--- config.mk ---
export PLATFORM = sky130hd
export DESIGN_NAME = d_sc_syndrome_collector
export DESIGN_NICKNAME = d
export VERILOG_FILES = /design/src/rtl/d_sc_syndrome_collector_pkg.sv /design/src/rtl/d_sc_syndrome_collector_zero_detect.sv /design/src/rtl/d_sc_syndrome_collector.sv
export SDC_FILE = /design/constraint.sdc
export NUM_CORES = 1
export LEC_CHECK = 0
export ABC_AREA = 1
export BUFFER_PORTS_ARGS = -buffer_cell sky130_fd_sc_hd__buf_4
export CAP_MARGIN = 20
export CORE_AREA = 3 3 384 386
export CTS_CLUSTER_DIAMETER = 100
export CTS_CLUSTER_SIZE = 25
export DETAILED_ROUTE_END_ITERATION = 10
export DIE_AREA = 0 0 387 389
export HOLD_SLACK_MARGIN = 0.03
export PLACE_DENSITY = 0.42
export SYNTH_ARGS = -nofsm -noshare
export SYNTH_HDL_FRONTEND = slang
export SYNTH_HIERARCHICAL = 1
export SYNTH_SLANG_ARGS = --single-unit
export TNS_END_PERCENT = 100
--- constraint.sdc ---
create_clock -name i_clk -period 1.9 [get_ports i_clk]
set_clock_uncertainty 0.15 [all_clocks]
set_input_delay 0.38 -clock i_clk [delete_from_list [all_inputs] [get_ports i_clk]]
set_output_delay 0.38 -clock i_clk [all_outputs]
set_load 0.02 [all_outputs]
--- src/rtl/d_sc_syndrome_collector_pkg.sv ---
// Shared definitions for the syndrome collector: one-hot states, default sizes
// and the bit offset of (syndrome s, chunk k) inside the packed output block.
package d_sc_syndrome_collector_pkg;

  localparam int GF_DEF        = 12;
  localparam int SYNDROMES_DEF = 27;
  localparam int MULTI_DEF     = 2;

  typedef enum logic [2:0] {
    COLLECT = 3'b001,
    FULL    = 3'b010,
    ISSUE   = 3'b100
  } state_t;

  // Syndrome s (1-based, S1 in MSBs) owns a Multi*GF slice; chunk k sits GF*k above its LSB.
  function automatic int pack_offset(input int s, input int k, input int multi,
                                     input int gf, input int syn);
    return multi * gf * (syn - s) + gf * k;
  endfunction

endpackage

--- src/rtl/d_sc_syndrome_collector_zero_detect.sv ---
// Nonzero detector for one chunk's syndrome vector; kept separate so it can be pipelined.
module d_sc_syndrome_collector_zero_detect #(
  parameter int W = 324
) (
  input  logic [W-1:0] data,
  output logic         nonzero
);

  assign nonzero = |data;

endmodule

--- src/rtl/d_sc_syndrome_collector.sv ---
// Collects MULTI chunk syndrome vectors into one interleaved block and issues it to the KES buffer.
// Optional macro SC_COLLECT_STATS_EN adds saturating block / dirty-block counters.
module d_sc_syndrome_collector
  import d_sc_syndrome_collector_pkg::*;
#(
  parameter int MULTI     = MULTI_DEF,
  parameter int GF        = GF_DEF,
  parameter int SYNDROMES = SYNDROMES_DEF
) (
  input  logic                              i_clk,
  input  logic                              i_RESET,
  input  logic                              i_stop_dec,
  input  logic                              i_sc_valid,
  input  logic [GF*SYNDROMES-1:0]           i_sc_syndromes,
  output logic                              o_sc_ready,
  input  logic                              i_buf_available,
  output logic                              o_exe_buf,
  output logic [MULTI-1:0]                  o_ELP_search_needed,
  output logic [MULTI*GF*SYNDROMES-1:0]     o_syndromes,
  output logic                              o_block_clean
`ifdef SC_COLLECT_STATS_EN
  ,
  output logic [15:0]                       o_stat_blocks,
  output logic [15:0]                       o_stat_dirty_blocks
`endif
);

  localparam int CW = (MULTI > 1) ? $clog2(MULTI) : 1;
  localparam int BW = MULTI * GF * SYNDROMES;

  state_t                 state;
  logic [CW-1:0]          cnt;
  logic [BW-1:0]          syn_p1, syn_next;
  logic [MULTI-1:0]       flags_p1, flags_next;
  logic                   exe_p1;
  logic                   clean_p1;
  logic                   chunk_nonzero;
  logic                   last_chunk;

  d_sc_syndrome_collector_zero_detect #(.W(GF*SYNDROMES)) u_zero_detect (
    .data    (i_sc_syndromes),
    .nonzero (chunk_nonzero)
  );

  assign last_chunk = (cnt == CW'(MULTI - 1));

  // Chunk 0 starts from a cleared block so nothing from the previous block survives.
  always_comb begin
    syn_next   = (cnt == '0) ? '0 : syn_p1;
    flags_next = (cnt == '0) ? '0 : flags_p1;
    for (int s = 1; s <= SYNDROMES; s++) begin
      syn_next[pack_offset(s, int'(cnt), MULTI, GF, SYNDROMES) +: GF] =
        i_sc_syndromes[GF*(SYNDROMES-s) +: GF];
    end
    flags_next[cnt] = chunk_nonzero;
  end

  always_ff @(posedge i_clk) begin
    if (i_RESET || i_stop_dec) begin
      state    <= COLLECT;
      cnt      <= '0;
      exe_p1   <= 1'b0;
      clean_p1 <= 1'b0;
      flags_p1 <= '0;
      syn_p1   <= '0;
    end else begin
      case (state)
        COLLECT: begin
          if (i_sc_valid) begin
            syn_p1   <= syn_next;
            flags_p1 <= flags_next;
            if (last_chunk) begin
              state <= FULL;
              cnt   <= '0;
            end else begin
              cnt <= cnt + CW'(1);
            end
          end
        end
        FULL: begin
          if (i_buf_available) begin
            state    <= ISSUE;
            exe_p1   <= 1'b1;
            clean_p1 <= ~|flags_p1;
          end
        end
        ISSUE: begin
          state    <= COLLECT;
          exe_p1   <= 1'b0;
          clean_p1 <= 1'b0;
        end
        default: begin
          state    <= COLLECT;
          cnt      <= '0;
          exe_p1   <= 1'b0;
          clean_p1 <= 1'b0;
        end
      endcase
    end
  end

  assign o_sc_ready          = (state == COLLECT);
  assign o_exe_buf           = exe_p1;
  assign o_ELP_search_needed = flags_p1;
  assign o_syndromes         = syn_p1;
  assign o_block_clean       = clean_p1;

`ifdef SC_COLLECT_STATS_EN
  // Statistics survive an abort; only a full reset clears them.
  always_ff @(posedge i_clk) begin
    if (i_RESET) begin
      o_stat_blocks       <= '0;
      o_stat_dirty_blocks <= '0;
    end else if (state == ISSUE) begin
      if (o_stat_blocks != 16'hFFFF)
        o_stat_blocks <= o_stat_blocks + 16'd1;
      if (!clean_p1 && o_stat_dirty_blocks != 16'hFFFF)
        o_stat_dirty_blocks <= o_stat_dirty_blocks + 16'd1;
    end
  end
`endif

endmodule

Word-level counts from Yosys, hierarchy flattened
Index checks and enable logic that the tools add are counted.
Operators by class
  $add $sub $neg: 54
  $mul: 1
  order comparisons: 2
  eq/ne operators: 6
  shifts and indexed selects: 54
  multiplexer cells: 43
  bitwise operators: 2
  reductions and logical operators: 10
Operator list (number)
  bitwise mux 648 bit: 27
  variable shift 12 x 33 -> 648 bit, first input constant: 27
  indexed part select 12 x 33 -> 648 bit: 27
  negator 32 -> 33 bit: 26
  two-way mux 648 bit: 1
  adder 10 x 32 -> 32 bit, first input constant: 11
  OR reduction 324 bit: 1
  adder 11 x 32 -> 32 bit, first input constant: 5
  adder 9 x 32 -> 32 bit, first input constant: 5
  adder 8 x 32 -> 32 bit, first input constant: 3
  negator 5 -> 33 bit: 1
  adder 6 x 32 -> 32 bit, first input constant: 1
  adder 7 x 32 -> 32 bit, first input constant: 1
  two-way mux 3 bit: 3
  case mux 1 bit (2 select lines): 3
  case mux 3 bit (2 select lines): 1
  AND reduction 2 bit: 3
  two-way mux 1 bit: 5
  != test 2 bit, second input constant: 2
  OR reduction 2 bit: 2
  == test 3 x 1 -> 1 bit, second input constant: 1
  == test 3 x 2 -> 1 bit, second input constant: 1
  == test 3 bit, second input constant: 1
  multiplier 2 x 1 -> 3 bit, first input constant: 1
  other kinds (12): 13
Storage, ports and cells
  flip-flop bits (word level): 656
  bits of input ports: 329
  output and inout bits: 653
  word-level logic and storage cells: 178

Logic depth before layout (Yosys ltp)
Gate-level depths: netlist of the first run.
  depth in word-level cells: 31
  gate-level depth with buffers: 10
  gate-level depth less buffers: 10

Hierarchy
The synthesis of the first run kept the hierarchy.
By module, submodules not included
  d_sc_syndrome_collector: instances 1, cells an instance 3007, area an instance 24644.9 um2, seq. area each 13132.6 um2
  d_sc_syndrome_collector_zero_detect: instances 1, cells an instance 310, area an instance 1179.9 um2, seq. area each 0.0 um2

Worst setup path before layout of the first run
No wires, ideal clock.
  kind: input-to-reg
  from: in i_stop_dec
  to: reg syn_p1[363], in the netlist o_syndromes[363]
  library setup time: 0.070 ns
  data arrival time: 1.333 ns
  data required time: 1.680 ns
  path slack: 0.346 ns
  cell stages on the path: 6
  buffers on the path: 3
  cell sequence: nor2_1 > inv_2 > buf_2 > buf_2 > buf_1 > a21oi_1
Between the ends
  word-level cells in the longest chain between the ends: 1
RTL lines
  from (decl): line d_sc_syndrome_collector.sv:12  | input logic i_stop_dec,
  logical OR 1 bit: line d_sc_syndrome_collector.sv:59  | if (i_RESET || i_stop_dec) begin
  to (signal assigned): line d_sc_syndrome_collector.sv:70  | syn_p1 <= syn_next;
  to (decl): line d_sc_syndrome_collector.sv:33  | logic [BW-1:0] syn_p1, syn_next;
Every way passes these cells.
A chain may end at the register's enable or synchronous reset.

Final worst setup path of the first run
  from: reg state[1]
  to: out o_sc_ready
Between the ends
  word-level cells in the longest chain between the ends: 1
RTL lines
  from (decl): line d_sc_syndrome_collector.sv:31  | state_t state;
  from (signal assigned): line d_sc_syndrome_collector.sv:60  | state <= COLLECT;
  from (signal assigned): line d_sc_syndrome_collector.sv:73  | state <= FULL;
  from (signal assigned): line d_sc_syndrome_collector.sv:82  | state <= ISSUE;
  == test 3 x 1 -> 1 bit: line d_sc_syndrome_collector.sv:102  | assign o_sc_ready = (state == COLLECT);
  to (decl): line d_sc_syndrome_collector.sv:15  | output logic o_sc_ready,
Every way passes these cells.

==> flow_summary.ini, run 1 <==
[status]
status = finished, violations left
violations = setup timing

[cts]
clk_path_buf_depth = 3
cts_root_buffer = clkbuf_16
clk_pin_slew_ns = 0.11
cts_buffers = 41
clock-sinks = 656
htree_levels = 2
clk-insertion-delay-late_ns = 0.63
cts_tree = built

[power]
pwr-share-seq_pct = 46.3
p_sw_mw = 9.43
clock_power_share_pct = 34.6
total_power_mw = 30.8
vdd_drop_max_mv = 0.546
comb_power_share_pct = 19.1
p_sw_share_pct = 30.6
power.internal_mw = 21.3
power_leakage_nw = 17.1
power_density_nw_per_um2 = 714

[timing]
tightest_slew_ns = 0.733
hold_ws_ns = 0.0780
final-setup-viol-count = 94
slew_viol_final = 0
fin_crit_ns = 2.06
fin_ws_ns = -0.157
max_clock_freq_mhz = 486
period_share_pct = 108
grt_setup_unrepaired = true
slew_headroom_pct = 51.1
hold_viol = 0

[placed_design]
port_buffers = 981
placedInstanceArea_um2 = 38400
gp_congestion = 0.883
dp_hpwl_mm = 112
dp_cells = 6316

[job]
cap_violations = 0

[detailed_routing]
drc = 0
drt_wl_total_mm = 151
ant_nets = 0
num_vias = 30773
wl_per_cell_um = 22.4
first_pass_iters = 5
via_per_inst = 4.58
drt_iter0_drc = 2042

[cells_and_area]
num-fill-cells = 15681
stdcell_area_um2 = 43100
drive_above_1_share_pct = 32.2
syn_to_final_growth_pct = 67.0
num-nets-final = 5106
instances_no_fill = 6715

[die]
fp.dieW_um = 387
initial_core_util_pct = 18.0
core-area_um2 = 144000
dieHeight_um = 389
rows = 139
dieArea_um2 = 151000
ios = 982

[global_routing]
busiest_layer = met2
antenna_found_initial = 4
grt_pass1_vias = 29577
grtUsageMet1_pct = 23.3
grt_usage_pct = 18.8
grt_pass1_wl_mm = 214
grt_overflow = 0
grt_max_degree = 96
use_met2_pct = 32.2
grt_util_met3_pct = 4.33

[hold_path]
hold_path_class = input pin to flip-flop

[yosys]
seq_area_frac_synth_pct = 50.9
syn_nets = 3646
ys_warn_count = 6
ys_types = 18
synth.avg_cell_area_um2 = 7.79
ys_seq_elements = 656
synth_cells = 3317
synthesis.area_um2 = 25800

[setup_path]
arrival_ns = 1.53
end_kind = output port
cp-start-kind = flip-flop
cp_max_fo = 2
crit_type = flip-flop to output port
required_ns = 1.37
## logic make-up after synthesis
group | synth area share, %
flip-flops | 50.9
buffers and inverters | 6.24
AO/OA/AOI/OAI | 12.6
AND/OR/NAND/NOR | 30.3
## sequential cells by signal, indices dropped and copies added (netlist names)
register and count:
o_exe_buf 1, o_syndromes 648, o_ELP_search_needed 2, cnt 1, o_block_clean 1, state 3
## critical path, stage by stage (launching register included)
cell and delay, ns:
dfxtp_2 0.34, inv_2 0.05, nand2_2 0.05, nor2_4 0.12, buf_12 0.12, buf_16 0.11, buf_8 0.10
## power by group through the flow
stage	combinational [mW]	clock (mW)	sequential, mW
4_1_cts	5.90	11.1	14.2
6_report	5.89	10.7	14.2
3_3_place_gp	5.38	0	14.5
3_5_place_dp	5.36	0	14.5
2_1_floorplan	1.79	0	14.9
5_1_grt	6.27	11.5	14.3
## final cells by class
class	instances	area [µm²]	share of cell area, %
timing repair buffer	1777	15000	34.7
sequential	656	13100	30.5
multi-input combinational	2292	11100	25.8
tap	1903	2380	5.52
clock buffer	47	1060	2.45
clock inverter	25	392	0.908
inverter	9	48.8	0.113
antenna	6	15.0	0.0348
## cell usage after synthesis
library cell | instances | area, µm²
nand2_1 | 753 | 2830
nand4_1 | 658 | 4120
dfxtp_1 | 656 | 13100
a21oi_1 | 650 | 3250
nor2_1 | 222 | 833
clkbuf_1 | 191 | 717
buf_2 | 153 | 766
buf_1 | 10 | 37.5
inv_1 | 8 | 30.0
nand3_1 | 4 | 20.0
buf_4 | 3 | 22.5
buf_6 | 3 | 33.8
inv_2 | 1 | 3.75
nand2_2 | 1 | 6.26
nor2_4 | 1 | 11.3
nor3_1 | 1 | 5.00
o21ai_0 | 1 | 5.00
o21ai_1 | 1 | 5.00
## routing by layer
metal | part of all wire, % | up-vias
met5 | 0.0086 | -
met4 | 3.3 | 2
met3 | 6.4 | 165
met2 | 48 | 961
met1 | 42 | 14993
li1 | - | 14652
## worst paths after layout
kind | startpoint | to | slack (ns) | cells after the start
worst min-delay path | i_sc_syndromes[262] | o_syndromes[526]$_SDFFE_PP0P_ | 0.08 | 4
worst max register to register | state[1]$_SDFFE_PP0P_ | o_syndromes[595]$_SDFFE_PP0P_ | -0.08 | 9
worst max-delay path | state[1]$_SDFFE_PP0P_ | o_sc_ready | -0.16 | 6
worst min register to register | o_syndromes[614]$_SDFFE_PP0P_ | o_syndromes[614]$_SDFFE_PP0P_ | 0.32 | 2
## cells in the final DEF (no fill, tap or decap), types with 3 or more instances in the layout
cell,instances
nand4_1,658
clkinv_16,4
inv_6,7
dfxtp_2,6
inv_1,6
buf_16,4
nand2_1,752
a21oi_1,650
nor2_1,219
bufinv_16,3
inv_8,5
dlygate4sd3_1,315
buf_4,1398
clkbuf_1,5
diode_2,6
buf_12,56
clkbuf_16,42
nand3_1,3
dfxtp_1,649
## timing repair
| action | in CTS | in global routing |
|---|---|---|
| hold endpoints to repair | 605 | 5 |
| gates cloned | 1 | 1 |
| gates resized for setup | 12 | 7 |
| hold buffers | 315 | 1 |
| setup buffers | 4 | 0 |
| pin swaps | 1 | 2 |
| setup endpoints to repair | 6 | 438 |
## metrics by stage
step	utilization [%]	TNS (ns)	worst slack (ns)
after detailed placement	26.7	-1.62	-0.813
after global routing	30.0	-37.68	-0.264
after global placement	26.7	-1.86	-0.902
final	30.0	-2.60	-0.157
after floorplan	-	0	0.346
after CTS	29.9	-15.82	-0.265
Power figures use the tool's default switching activity.
==> run 2: changes to the inputs <==
--- a/config.mk
+++ b/config.mk
@@ -8,13 +8,15 @@
 export ABC_AREA = 1
 export BUFFER_PORTS_ARGS = -buffer_cell sky130_fd_sc_hd__buf_4
 export CAP_MARGIN = 20
-export CORE_AREA = 3 3 384 386
+export CELL_PAD_IN_SITES_DETAIL_PLACEMENT = 1
+export CELL_PAD_IN_SITES_GLOBAL_PLACEMENT = 2
+export CORE_AREA = 3 3 383 385
 export CTS_CLUSTER_DIAMETER = 100
 export CTS_CLUSTER_SIZE = 25
 export DETAILED_ROUTE_END_ITERATION = 10
-export DIE_AREA = 0 0 387 389
+export DIE_AREA = 0 0 386 388
 export HOLD_SLACK_MARGIN = 0.03
-export PLACE_DENSITY = 0.42
+export PLACE_DENSITY = 0.63
 export SYNTH_ARGS = -nofsm -noshare
 export SYNTH_HDL_FRONTEND = slang
 export SYNTH_HIERARCHICAL = 1
==> constraint.sdc (replaced) <==
create_clock -name i_clk -period 2.66 [get_ports i_clk]
set_clock_uncertainty 0.15 [all_clocks]
set_input_delay 0.532 -clock i_clk [delete_from_list [all_inputs] [get_ports i_clk]]
set_output_delay 0.532 -clock i_clk [all_outputs]
set_load 0.02 [all_outputs]
==> run 2 against run 1 <==
The run still ends with setup timing left. Sequential cell count stayed put. Non-clock buffer count is 358 lower. Final area is 6.7% lower. Final cell count is 5.3% lower. Die area is 0.51% lower.
==> flow_summary.ini, run 2 (synthesis results as in run 1) <==
[status]
status = finished, violations left
violations = setup timing

[global_routing]
grt_overflow = 0
grt_pass1_vias = 29873
grt_max_degree = 108
grt_usage_pct = 18.8
grt_pass1_wl_mm = 214
antenna_found_initial = 11

[cells_and_area]
drive_above_1_share_pct = 26.6
largest_reg_flops = 648
syn_to_final_growth_pct = 55.8
layout_commonest_cell = buf_4
final_util_pct = 28.0
num-nets-final = 4748
layout_common_cells = buf_4 (1047), nand2_1 (753), nand4_1 (658)

[cts]
clk-insertion-delay-late_ns = 0.63
clk_path_buf_depth = 3
clock-sinks = 656
cts_tree = built
htree_levels = 2
cts_buffers = 41
cts_setup_buffers = 0
cts_root_buffer = clkbuf_16
clk_pin_slew_ns = 0.10

[detailed_routing]
drt_wl_total_mm = 149
first_pass_iters = 7
via_per_inst = 4.62
drc = 0
wl_per_cell_um = 23.5
num_vias = 29362
drt_iter0_drc = 1612
ant_nets = 0

[die]
ios = 982
dieArea_um2 = 150000
dieHeight_um = 388
rows = 139
initial_core_util_pct = 18.0
core-area_um2 = 143000
fp.dieW_um = 386

[timing]
hold_ws_ns = 0.0888
hold_viol = 0
grt_setup_unrepaired = false
fin_ws_ns = -0.00279
max_clock_freq_mhz = 376
period_share_pct = 100
slew_viol_final = 0
final-setup-viol-count = 1
totalNegativeSetupSlack_ns = -0.00279
slew_headroom_pct = 42.1
tightest_slew_ns = 0.868
fin_crit_ns = 2.66

[setup_path]
cpMaxStageDelayCell = dlygate4sd3_1
timing.rr.start = state[0]$_SDFFE_PP1P_
cp_max_fo = 3
end_kind = flip-flop
cp-start-kind = input pin
path_buf_inv = 4
arrival_ns = 3.02
path_cells = dlygate4sd3_1, buf_4, nor2_1, nand4_1, nor2_1, buf_4, nand2_1, nor2_2, buf_4, nand3_1, nand4_1, a21oi_1
r2r-end = o_syndromes[172]$_SDFFE_PP0P_
crit_type = input pin to flip-flop
endpoint = o_ELP_search_needed[0]$_SDFFE_PP0P_
startpoint = i_sc_syndromes[9]
path_delay_family = simple AND/OR/NAND/NOR gates
reg2reg_depth = 6
cp_slowest_stage_delay_ns = 0.57
r2r_slack_ns = 0.51
cpMostUsedCell = buf_4
crit_cells = 12
required_ns = 3.02

[power]
total_power_mw = 21.5
power.internal_mw = 14.8
p_sw_mw = 6.73
vdd_drop_max_mv = 0.444
power_leakage_nw = 15.3
clock_power_share_pct = 35.3
comb_power_share_pct = 17.5
p_sw_share_pct = 31.3
power_density_nw_per_um2 = 535
pwr-share-seq_pct = 47.2

[placed_design]
port_buffers = 981
dp_hpwl_mm = 108
gp_congestion = 0.848

[job]
cap_violations = 0

[hold_path]
hold_path_class = input pin to flip-flop
-- run 2: changes by cell type in the layout (fill, tap and decap cells not counted), sizes merged --
cell,previous run,this run
dlygate4sd3,315,317
diode,6,7
clkinvlp,2,5
inv,21,22
clkinv,8,9
bufinv,3,2
buf,1460,1102
bufbuf,1,0
clkbuf,48,44
-- run 2: routing by layer --
| metal | part of all wire, % | track usage, % | routed length (µm) | up-vias |
|---|---|---|---|---|
| met5 | 0.028 | 0 | 42 | - |
| met4 | 3.5 | 6.11 | 5200 | 8 |
| met3 | 6.1 | 4.15 | 9060 | 180 |
| met2 | 49 | 32.7 | 72500 | 838 |
| met1 | 42 | 22.9 | 62600 | 14419 |
| li1 | - | - | - | 13917 |
-- run 2: layout make-up --
type | instances | area, µm²
Sequential cell | 656 | 13100
Multi-Input combinational cell | 2292 | 11100
Inverter | 9 | 48.8
Clock buffer | 44 | 1060
Fill cell | 17148 | 103000
Timing Repair Buffer | 1419 | 12100
Tap cell | 1903 | 2380
Clock inverter | 29 | 373
Antenna cell | 7 | 17.5
-- run 2: power by group through the flow --
stage | clock network [mW] | logic (mW) | registers, mW
final | 7.61 | 3.76 | 10.2
after global routing | 8.25 | 4.02 | 10.2
after CTS | 7.94 | 3.80 | 10.2
after detailed placement | 0 | 3.38 | 10.4
after global placement | 0 | 3.38 | 10.4
after floorplan | 0 | 1.28 | 10.6
-- run 2: worst min path at each step --
stage | cells after the start | from | to
2_1_floorplan | 2 | state[1]$_SDFFE_PP0P_ | state[2]$_SDFFE_PP0P_
5_1_grt | 3 | i_sc_syndromes[319] | o_syndromes[631]$_SDFFE_PP0P_
3_5_place_dp | 2 | o_syndromes[217]$_SDFFE_PP0P_ | o_syndromes[217]$_SDFFE_PP0P_
3_3_place_gp | 2 | o_syndromes[562]$_SDFFE_PP0P_ | o_syndromes[562]$_SDFFE_PP0P_
6_report | 3 | i_sc_syndromes[310] | o_syndromes[622]$_SDFFE_PP0P_
4_1_cts | 3 | i_sc_syndromes[134] | o_syndromes[266]$_SDFFE_PP0P_
-- run 2: through the flow --
step / setup slack [ns] / area (µm²) / cells
2_1_floorplan: 0.954 / 25800 / 3317
3_3_place_gp: -0.225 / 35600 / 5963
3_5_place_dp: -0.247 / 35600 / 5963
4_1_cts: 0.0192 / 40200 / 6352
5_1_grt: 0.0325 / 40200 / 6357
6_report: -0.00279 / 40200 / 6359
-- run 2: repair_timing --
| item | in CTS | in global routing |
|---|---|---|
| hold buffers | 317 | 0 |
| endpoints found under the setup margin | 1 | 2 |
| endpoints found under the hold margin | 574 | 0 |
| gates resized for setup | 0 | 3 |
-- run 2: worst reg2reg max path, delay by kind of cell, from the launching register on --
kind / cells / cell delay (ns)
AND/OR/NAND/NOR: 3 / 0.53
buffers and inverters: 2 / 0.82
AO/OA/AOI/OAI: 1 / 0.17
flip-flops: 1 / 0.43
==> run 3: changes to the inputs <==
--- a/config.mk
+++ b/config.mk
@@ -11,6 +11,7 @@
 export CELL_PAD_IN_SITES_DETAIL_PLACEMENT = 1
 export CELL_PAD_IN_SITES_GLOBAL_PLACEMENT = 2
 export CORE_AREA = 3 3 383 385
+export CTS_BUF_LIST = sky130_fd_sc_hd__clkbuf_8 sky130_fd_sc_hd__clkbuf_16
 export CTS_CLUSTER_DIAMETER = 100
 export CTS_CLUSTER_SIZE = 25
 export DETAILED_ROUTE_END_ITERATION = 10
==> run 3 against run 2 <==
The run now ends clean. Worst setup slack better by 0.010 ns. Sequential cell count unchanged. Power about the same. Routed wire length about the same. Highest routed layer unchanged. Largest power group unchanged. Critical path depth unchanged. Sequential power about the same. Critical path type unchanged. Final cell count about the same. Fmax up 0.38%. Hold slack about the same. Register-to-register slack about the same. Clock power about the same. Via count up 0.26%.
==> flow_summary.ini, run 3 (synthesis results as in run 1) <==
[setup_path]
cp-start-kind = input pin
end_kind = flip-flop
timing.rr.start = state[0]$_SDFFE_PP1P_
r2r-end = o_syndromes[172]$_SDFFE_PP0P_
cp_max_fo = 3
r2r_slack_ns = 0.51
reg2reg_depth = 6
required_ns = 3.02
arrival_ns = 3.01
crit_type = input pin to flip-flop

[power]
power.internal_mw = 14.8
power_density_nw_per_um2 = 534
comb_power_share_pct = 17.5
clock_power_share_pct = 35.3
p_sw_share_pct = 31.2
vdd_drop_max_mv = 0.444
p_sw_mw = 6.71
pwr-share-seq_pct = 47.3
power_leakage_nw = 15.3

[cts]
cts_buffers = 41
cts_tree = built
clock-sinks = 656
clk_path_buf_depth = 3
clk-insertion-delay-late_ns = 0.63
htree_levels = 2
clk_pin_slew_ns = 0.10
cts_root_buffer = clkbuf_16

[timing]
final-setup-viol-count = 0
fin_crit_ns = 2.65
slew_headroom_pct = 45.1
max_clock_freq_mhz = 377
hold_viol = 0
slew_viol_final = 0
hold_ws_ns = 0.0886
period_share_pct = 99.7
grt_setup_unrepaired = false
tightest_slew_ns = 0.824

[cells_and_area]
layout_commonest_cell = buf_4
stdcell_area_um2 = 40200
final_util_pct = 28.0
instances_no_fill = 6358
layout_common_cells = buf_4 (1047), nand2_1 (753), nand4_1 (658)
syn_to_final_growth_pct = 55.8
drive_above_1_share_pct = 26.6
num-fill-cells = 17147
num-nets-final = 4748
largest_reg_flops = 648

[global_routing]
grt_overflow = 0
antenna_found_initial = 11
grt_pass1_vias = 29873
grt_pass1_wl_mm = 214
grt_usage_pct = 18.8
grt_max_degree = 108

[status]
status = finished, final reports clean

[detailed_routing]
drc = 0
wl_per_cell_um = 23.5
drt_iter0_drc = 1665
num_vias = 29438
ant_nets = 0
drt_wl_total_mm = 149
via_per_inst = 4.63
first_pass_iters = 7

[placed_design]
gp_congestion = 0.848
dp_hpwl_mm = 108
placedInstanceArea_um2 = 35600
port_buffers = 981
dp_cells = 5963

[hold_path]
hold_depth = 3
hold_path_class = input pin to flip-flop
hp-start = i_sc_syndromes[310]
whs_endpoint = o_syndromes[622]$_SDFFE_PP0P_

[die]
dieHeight_um = 388
fp.dieW_um = 386
initial_core_util_pct = 18.0
core-area_um2 = 143000
dieArea_um2 = 150000
rows = 139
ios = 982

[job]
cap_violations = 0
==> run 3: routing by layer <==
metal | track usage (%) | wire length [µm] | up-vias
met2 | 32.7 | 72700 | 804
met1 | 22.9 | 62600 | 14526
met5 | 0 | 42 | -
met4 | 6.11 | 5170 | 8
li1 | - | - | 13920
met3 | 4.15 | 8820 | 180
==> run 3: cell type report <==
type | instances | area, µm² | area share (%)
diodes | 6 | 15.0 | 0.0373
clock inverters | 30 | 377 | 0.936
multi-input cells | 2292 | 11100 | 27.6
repair buffers | 1419 | 12100 | 30.1
flip-flops and latches | 656 | 13100 | 32.6
inverters | 9 | 48.8 | 0.121
clock buffers | 43 | 1050 | 2.62
well taps | 1903 | 2380 | 5.92
==> run 3: worst max-delay path by stage <==
stage	from	to	slack [ns]	cells after the start
floorplan	i_stop_dec	o_syndromes[363]$_SDFFE_PP0P_	0.95	6
global placement	i_sc_syndromes[91]	o_ELP_search_needed[0]$_SDFFE_PP0P_	-0.23	11
detailed placement	i_sc_syndromes[93]	o_ELP_search_needed[0]$_SDFFE_PP0P_	-0.25	11
CTS	i_sc_syndromes[67]	o_ELP_search_needed[0]$_SDFFE_PP0P_	0.02	13
global route	i_sc_syndromes[74]	o_ELP_search_needed[0]$_SDFFE_PP0P_	0.03	12
finish	i_sc_syndromes[9]	o_ELP_search_needed[0]$_SDFFE_PP0P_	0.007	12
==> run 3: repair_timing <==
item,in CTS,in global routing
buffers inserted,0,0
hold buffers,317,0
gates resized for setup,0,3
hold endpoints to repair,574,0
endpoints found under the setup margin,1,2
pin swaps,0,0
==> run 3: stage by stage <==
stage / worst slack, ns / TNS, ns / power [mW]
6_report: 0.00719 / 0 / 21.5
4_1_cts: 0.0192 / 0 / 21.9
5_1_grt: 0.0325 / 0 / 22.5
3_5_place_dp: -0.247 / -0.484 / 13.8
2_1_floorplan: 0.954 / 0 / 11.9
3_3_place_gp: -0.225 / -0.427 / 13.8
==> run 3: power groups by stage <==
stage / Sequential (mW) / Clock (mW) / Combinational, mW
detailed placement: 10.4 / 0 / 3.38
global route: 10.2 / 8.25 / 4.02
floorplan: 10.6 / 0 / 1.28
global placement: 10.4 / 0 / 3.38
CTS: 10.2 / 7.94 / 3.80
finish: 10.2 / 7.59 / 3.75
==> run 3: worst max-delay path: stages <==
cell	delay, ns
dlygate4sd3_1	0.57
buf_4	0.15
nor2_1	0.26
nand4_1	0.13
nor2_1	0.23
buf_4	0.16
nand2_1	0.08
nor2_2	0.17
buf_4	0.16
nand3_1	0.27
nand4_1	0.21
a21oi_1	0.08
